File: src/rtl/fb_pkg.sv
// Shared types and constants for the framebuffer write arbiter.
package fb_pkg;

  typedef enum logic {
    ARB   = 1'b0,
    BURST = 1'b1
  } arb_state_t;

  localparam int DEF_BUFFER_WIDTH      = 160;
  localparam int DEF_BUFFER_HEIGHT     = 120;
  localparam int DEF_BUFFER_DATA_WIDTH = 12;

  localparam int REQ_BG      = 0;
  localparam int REQ_SPRITE  = 1;
  localparam int REQ_OVERLAY = 2;

  // Requester index reached by stepping 'offset' positions past 'base', wrapping at n.
  function automatic int rr_index(input int base, input int offset, input int n);
    return (base + offset) % n;
  endfunction

endpackage

File: src/rtl/rr_picker.sv
// Combinational round-robin search: first requester with valid set, starting
// one position after the previous owner.
module rr_picker
  import fb_pkg::*;
#(
  parameter int NUM_REQ = 3,
  parameter int GW      = $clog2(NUM_REQ)
) (
  input  logic [NUM_REQ-1:0] req,
  input  logic [GW-1:0]      last_grant,
  output logic [GW-1:0]      next_grant,
  output logic               any_req
);

  logic found;
  int   idx;

  always_comb begin
    next_grant = '0;
    found      = 1'b0;
    idx        = 0;
    any_req    = |req;
    for (int k = 1; k <= NUM_REQ; k++) begin
      idx = rr_index(int'(last_grant), k, NUM_REQ);
      if (!found && req[idx]) begin
        found      = 1'b1;
        next_grant = GW'(idx);
      end
    end
  end

endmodule

File: src/rtl/fb_write_arbiter.sv
// Framebuffer write arbiter: round-robin burst grants, one registered write port.
// Optional macro FB_ARB_BOUNDS_CHECK_EN drops out-of-range writes and flags addr_error.
module fb_write_arbiter
  import fb_pkg::*;
#(
  parameter int NUM_REQ           = 3,
  parameter int BUFFER_WIDTH      = DEF_BUFFER_WIDTH,
  parameter int BUFFER_HEIGHT     = DEF_BUFFER_HEIGHT,
  parameter int BUFFER_DATA_WIDTH = DEF_BUFFER_DATA_WIDTH,
  parameter int BUFFER_ADDR_WIDTH = $clog2(BUFFER_WIDTH * BUFFER_HEIGHT),
  parameter int MAX_BURST         = 64,
  localparam int GW               = $clog2(NUM_REQ)
) (
  input  logic                                   clk,
  input  logic                                   rstn,
  input  logic [NUM_REQ-1:0]                     req_valid,
  input  logic [NUM_REQ-1:0]                     req_last,
  input  logic [NUM_REQ*BUFFER_ADDR_WIDTH-1:0]   req_addr,
  input  logic [NUM_REQ*BUFFER_DATA_WIDTH-1:0]   req_data,
  output logic [NUM_REQ-1:0]                     req_ready,
  output logic                                   write_en,
  output logic [BUFFER_ADDR_WIDTH-1:0]           write_addr,
  output logic [BUFFER_DATA_WIDTH-1:0]           write_data,
  output logic [GW-1:0]                          grant_id,
  output logic                                   busy
`ifdef FB_ARB_BOUNDS_CHECK_EN
  ,
  output logic                                   addr_error
`endif
);

  localparam int AW    = BUFFER_ADDR_WIDTH;
  localparam int DW    = BUFFER_DATA_WIDTH;
  localparam int CNT_W = (MAX_BURST > 1) ? $clog2(MAX_BURST) : 1;
  localparam logic [CNT_W-1:0] CNT_LAST = CNT_W'((MAX_BURST > 0) ? MAX_BURST - 1 : 0);

  arb_state_t       state, state_nxt;
  logic [GW-1:0]    last_grant, last_grant_nxt;
  logic [GW-1:0]    grant_id_nxt;
  logic [GW-1:0]    pick;
  logic             any_req;
  logic [CNT_W-1:0] beat_cnt, beat_cnt_nxt;

  logic [AW-1:0] addr_arr [NUM_REQ];
  logic [DW-1:0] data_arr [NUM_REQ];

  logic          vld_p0;
  logic          last_p0;
  logic          limit_p0;
  logic          wr_ok_p0;
  logic [AW-1:0] addr_p0;
  logic [DW-1:0] data_p0;

  for (genvar i = 0; i < NUM_REQ; i++) begin : g_unpack
    assign addr_arr[i] = req_addr[i*AW +: AW];
    assign data_arr[i] = req_data[i*DW +: DW];
  end

  rr_picker #(
    .NUM_REQ (NUM_REQ),
    .GW      (GW)
  ) u_rr_picker (
    .req        (req_valid),
    .last_grant (last_grant),
    .next_grant (pick),
    .any_req    (any_req)
  );

  // Stage p0: beat handshake against the current owner only.
  assign req_ready = (state == BURST) ? (NUM_REQ'(1) << grant_id) : '0;
  assign busy      = (state == BURST);
  assign vld_p0    = (state == BURST) && req_valid[grant_id];
  assign last_p0   = req_last[grant_id];
  assign addr_p0   = addr_arr[grant_id];
  assign data_p0   = data_arr[grant_id];
  assign limit_p0  = (MAX_BURST > 0) && (beat_cnt == CNT_LAST);

`ifdef FB_ARB_BOUNDS_CHECK_EN
  localparam logic [AW:0] FB_SIZE = (AW+1)'(BUFFER_WIDTH * BUFFER_HEIGHT);
  logic in_range_p0;
  assign in_range_p0 = ({1'b0, addr_p0} < FB_SIZE);
  assign wr_ok_p0    = vld_p0 && in_range_p0;
`else
  assign wr_ok_p0    = vld_p0;
`endif

  always_comb begin
    state_nxt      = state;
    grant_id_nxt   = grant_id;
    last_grant_nxt = last_grant;
    beat_cnt_nxt   = beat_cnt;
    case (state)
      ARB: begin
        if (any_req) begin
          grant_id_nxt = pick;
          beat_cnt_nxt = '0;
          state_nxt    = BURST;
        end
      end
      BURST: begin
        if (vld_p0) begin
          // A forced release behaves like a normal last beat: the owner requeues.
          if (last_p0 || limit_p0) begin
            state_nxt      = ARB;
            last_grant_nxt = grant_id;
          end else begin
            beat_cnt_nxt = beat_cnt + 1'b1;
          end
        end
      end
      default: state_nxt = ARB;
    endcase
  end

  always_ff @(posedge clk or negedge rstn) begin
    if (!rstn) begin
      state      <= ARB;
      last_grant <= GW'(NUM_REQ - 1);
      grant_id   <= '0;
      beat_cnt   <= '0;
    end else begin
      state      <= state_nxt;
      last_grant <= last_grant_nxt;
      grant_id   <= grant_id_nxt;
      beat_cnt   <= beat_cnt_nxt;
    end
  end

  // Stage p1: registered framebuffer write port.
  always_ff @(posedge clk or negedge rstn) begin
    if (!rstn) begin
      write_en   <= 1'b0;
      write_addr <= '0;
      write_data <= '0;
    end else begin
      write_en <= wr_ok_p0;
      if (wr_ok_p0) begin
        write_addr <= addr_p0;
        write_data <= data_p0;
      end
    end
  end

`ifdef FB_ARB_BOUNDS_CHECK_EN
  always_ff @(posedge clk or negedge rstn) begin
    if (!rstn) begin
      addr_error <= 1'b0;
    end else if (vld_p0 && !in_range_p0) begin
      addr_error <= 1'b1;
    end
  end
`endif

endmodule

File: config.mk
export PLATFORM = sky130hd
export DESIGN_NAME = fb_write_arbiter
export DESIGN_NICKNAME = d
export VERILOG_FILES = /design/src/rtl/fb_pkg.sv /design/src/rtl/rr_picker.sv /design/src/rtl/fb_write_arbiter.sv
export SDC_FILE = /design/constraint.sdc
export NUM_CORES = 1
export LEC_CHECK = 0
export ABC_AREA = 1
export CAP_MARGIN = 20
export CELL_PAD_IN_SITES_DETAIL_PLACEMENT = 1
export CELL_PAD_IN_SITES_GLOBAL_PLACEMENT = 1
export CORE_UTILIZATION = 29
export DETAILED_ROUTE_END_ITERATION = 10
export GPL_TIMING_DRIVEN = 0
export PLACE_DENSITY_LB_ADDON = 0.1
export SYNTH_ARGS = -nofsm -noshare
export SYNTH_HDL_FRONTEND = slang
export SYNTH_HIERARCHICAL = 1
export SYNTH_SLANG_ARGS = --single-unit
File: constraint.sdc
create_clock -name clk -period 3.2 [get_ports clk]
set_clock_uncertainty 0.2 [all_clocks]
set_input_delay 0.8 -clock clk [delete_from_list [all_inputs] [get_ports clk]]
set_output_delay 0.8 -clock clk [all_outputs]
set_load 0.01 [all_outputs]
---- Word-level counts from Yosys, hierarchy flattened ----
Cells that the tools add are included.
word-level totals
  register bits ........................... 39
  input port bits ......................... 89
  output and inout bits ................... 34
  word-level logic and storage cells ...... 69
cells by class
  add/subtract/negate cells ............... 4
  divide/modulo/power cells ............... 3
  order comparisons ....................... 5
  eq/ne operators ......................... 4
  shift operators ......................... 1
  multiplexer cells ....................... 33
  bitwise gates (word level) .............. 2
  reduce and logical (&&, ||, !) cells .... 10
operators by type and width
  kind                   count
  $lt 32x4->1 const B    3
  $mod 32x3->32 const B  3
  $bmux 15 s2            1
  $mux 15                2
  $bmux 12 s2            1
  $mux 12                2
  $mux 6                 3
  $mux 1                 13
  $pmux 6 s2             1
  $bmux 1 s2             5
  $add 2x2->3 const B    2
  $add 6x1->6 const B    1
  $eq 6x6->1 const B     1
  $mux 2                 3
  $reduce_and 3->1       2
  $ne 2x2->1 const B     2
  $add 2x1->3 const B    1
  $ge 3x3->1 const B     1
  $logic_and 1x1->1      3
  $lt 2x3->1 const B     1
  $mux 3                 1
  $not 2->3              1
  $reduce_or 3->1        1
  $shl 1x2->3 const A    1
  6 further kinds        7

---- Logic depth before layout (Yosys ltp) ----
  depth in word-level cells ............... 12
  depth in mapped cells ................... 12
  gate-level depth less buffers ........... 12

---- Modules after synthesis ----
Netlist, hierarchy kept.
modules (own cells, without submodules)
  module            times used  cells each  area each (um^2)  seq. area each (um^2)
  fb_write_arbiter  1           322         2267.2            977.2
  rr_picker         1           39          198.9             0.0

---- Worst setup path after synthesis ----
No wires, ideal clock.
  path type ............................... flip-flop to output port
  start point ............................. register grant_id[0]
  end point ............................... output req_ready[0]
  arrival ................................. 1221 ps
  data required time ...................... 2200 ps
  path slack .............................. 979 ps
  stages on the path, launching flop included .. 5
  buffers on the path ..................... 3
  cells stage by stage .................... dfrtp_1 buf_4 buf_2 buf_2 nor3_1
between the ends
  longest elaborated chain between the ends .. 2
RTL lines
  what                      line                     source
  start: declaration        fb_write_arbiter.sv:24   output logic [GW-1:0] grant_id,
  start signal: assignment  fb_write_arbiter.sv:124  grant_id <= grant_id_nxt;
  $shl 1x2->3               fb_write_arbiter.sv:70   assign req_ready = (state == BURST) ? (NUM_REQ'(1) << grant_id) : '0;
  $mux 3                    fb_write_arbiter.sv:70
  end: declaration          fb_write_arbiter.sv:20   output logic [NUM_REQ-1:0] req_ready,
No other way between the ends.

---- Worst setup path in the final report ----
Ends and elaborated chain as after synthesis.

==> results.yml <==
timing:
  min_period_ns: 3.07
  finalSetupTns_ns: 0
  setup_viol: 0
  hold_viol_final: 0
  worstMarginPinSlew_ns: 0.496
  fin_crit_sh_pct: 95.9
  max_freq_ghz: 0.326
  rsz0062_at_grt: "no"
  maxSlewViolCount: 0
  maxSlewHeadroom_pct: 67.0
routing:
  detail-route-antenna-nets: 0
  drt_first_pass_iters: 4
  avgRoutedWirePerCell_um: 14.7
  drt-total-wl_mm: 8.75
  drc_errors: 0
  drt_iter0_markers: 70
  vias: 2880
  vias_per_cell: 4.82
power:
  p_int_uw: 1860
  p_per_area_nw_per_um2: 843
  seq_power_share_pct: 24.3
  max-vdd-ir-drop_mv: 0.416
  p_sw_share_pct: 44.4
  combPwrFrac_pct: 61.3
  clockPowerShare_pct: 14.4
  p_sw_uw: 1490
  power_leakage_uw: 0.00192
cts:
  numCtsBuffers: 5
  clock_sinks: 39
  clock_latency_ns: 0.29
  path_clk_slew_ns: 0.07
  clk_path_buf_depth: 2
  tritoncts: "yes"
  cts-root-buf: "clkbuf_8"
  htreeDepth: 2
grt:
  grt_pass1_wl_mm: 13.9
  grt_use_met3_pct: 3.56
  grt_max_degree: 39
  overflow: 0
  grtUsageTotal_pct: 20.2
  use_met2_pct: 37.1
  top_usage_layer: "met2"
  antenna_found_initial: 0
  grt_pass1_vias: 2829
  grt_use_met1_pct: 24.4
placement:
  gp_congestion: 0.807
  hpwl_mm: 6.54
  numPortBuffers: 122
  dpl_cell_area_um2: 3830
yosys:
  synth_async_sr_flop_share_pct: 100
  ys_seq_area_share_pct: 39.6
  synthCells: 361
  ys.flop_type: "dfrtp_1"
  synth_area_um2: 2470
  yosysUniqueCellTypes: 26
  synth_seq_cells: 39
  yosysWarnings: 6
  synth_edf_count: 0
  syn_area_per_cell_um2: 6.83
  syn-num-nets: 453
cells_and_area:
  seq_area_um2: 977
  area_growth_pct: 61.0
  drive_gt1_share_pct: 8.74
  antenna-diode-count: 0
  multi_input_area_um2: 1300
  fillCellCount: 1049
  fin_nets: 583
  design_area_um2: 3970
  final_cell_mix: "nand2_1, clkdlybuf4s50_1, nand3_1"
  final_common_cell: "nand2_1"
worst_setup_path:
  path_max_fanout: 10
  critPathCaptureType: "output port"
  critPathKind: "reg -> out"
  cp-start-kind: "register"
  worstPathArrival_ns: 2.07
  cp.required_ns: 2.20
floorplanning:
  die_w_um: 94.2
  initial_utilization_pct: 30.0
  rows: 33
  die_y_um: 94.2
  io_pins: 123
  dieArea_um2: 8880
  fp.coreArea_um2: 8220
status:
  status: "complete, no violations"
hold_path:
  hold_path.class: "in -> async"
flow_run:
  cap_violations: 0
-- flip-flops by register name, summed over array words and instances, names as in the netlist --
signal / cells
write_data: 12
grant_id: 2
write_en: 1
write_addr: 15
last_grant: 2
beat_cnt: 6
busy: 1
-- power groups by stage --
| stage | logic (µW) | registers (µW) | clock network [µW] |
|---|---|---|---|
| finish | 2050 | 813 | 483 |
| global route | 2290 | 839 | 513 |
| CTS | 2090 | 814 | 493 |
| detailed placement | 2070 | 821 | 0 |
| global placement | 2030 | 814 | 0 |
| floorplan | 1160 | 872 | 0 |
-- layer usage --
metal | wire (µm) | part of all wire [%] | vias to the layer above
met5 | 0 | 0 | -
met4 | 56 | 0.64 | 0
met3 | 527 | 6.0 | 4
met2 | 4570 | 52 | 72
met1 | 3600 | 41 | 1390
li1 | - | - | 1414
-- through the flow --
step	setup slack [ns]	hold WS (ns)	total power, µW	instances	utilization (%)
6_report	0.132	0.101	3350	597	48.3
5_1_grt	0.0381	0.0875	3640	597	48.3
4_1_cts	0.0531	0.0905	3400	597	48.3
3_5_place_dp	0.375	0.257	2890	589	46.7
3_3_place_gp	0.0759	0.254	2840	588	46.5
2_1_floorplan	0.979	0.251	2030	361	-
-- worst max-delay path, stage by stage, from the launching register on --
cell and delay, ns:
dfrtp_1 0.38, buf_4 0.18, buf_2 0.21, buf_2 0.23, nor3_2 0.22, clkdlybuf4s50_1 0.56
-- area by class of cell --
type,instances,share of cell area [%]
buffer,18,3.06
clock buffer,6,1.83
clock inverter,2,1.51
inverter,18,1.76
multi-input combinational,286,32.8
sequential,39,24.6
tap,105,3.31
timing repair buffer,123,31.1
-- final timing paths --
check,endpoint,cells past startpoint,startpoint,slack (ns)
max in group asynchronous,last_grant[1]$_DFFE_PN1P_,2,rstn,2.26
max,req_ready[0],5,grant_id[0]$_DFFE_PN0P_,0.13
min,write_data[8]$_DFFE_PN0P_,1,rstn,0.10
max reg2reg,grant_id[0]$_DFFE_PN0P_,9,last_grant[1]$_DFFE_PN1P_,1.32
min in group clk,write_addr[1]$_DFFE_PN0P_,2,write_addr[1]$_DFFE_PN0P_,0.27
min reg2reg,write_addr[1]$_DFFE_PN0P_,2,write_addr[1]$_DFFE_PN0P_,0.27
-- kinds of logic after synthesis --
group           count (synthesis)  synth area share [%]
compound gates                  7                  1.42
xor+xnor                        1                 0.355
fa+ha+maj                       3                  1.52
buf+inv                        36                  7.76
flops                          39                  39.6
simple gates                  275                  49.3
-- synthesized netlist by cell type, types with 2 or more instances --
cell type  instances  area share, %
a21oi_1            3           0.61
buf_2             10            2.0
buf_4              3           0.91
buf_6              4            1.8
dfrtp_1           38             39
ha_1               3            1.5
inv_1             14            2.1
inv_2              3           0.46
nand2_1          171             26
nand2_2            2           0.51
nand3_1           73             15
nand3_2            4            1.6
nand4_1            3           0.76
nor2_1            13            2.0
nor3_1             3           0.61
o21ai_0            4           0.81
-- timing repair --
| item | CTS | global route |
|---|---|---|
| endpoints found under the setup margin | 0 | 1 |
| hold buffers | 0 | 0 |
| buffers inserted | 0 | 0 |
| resized for setup | 0 | 1 |
(Power assumes the default switching activity.)
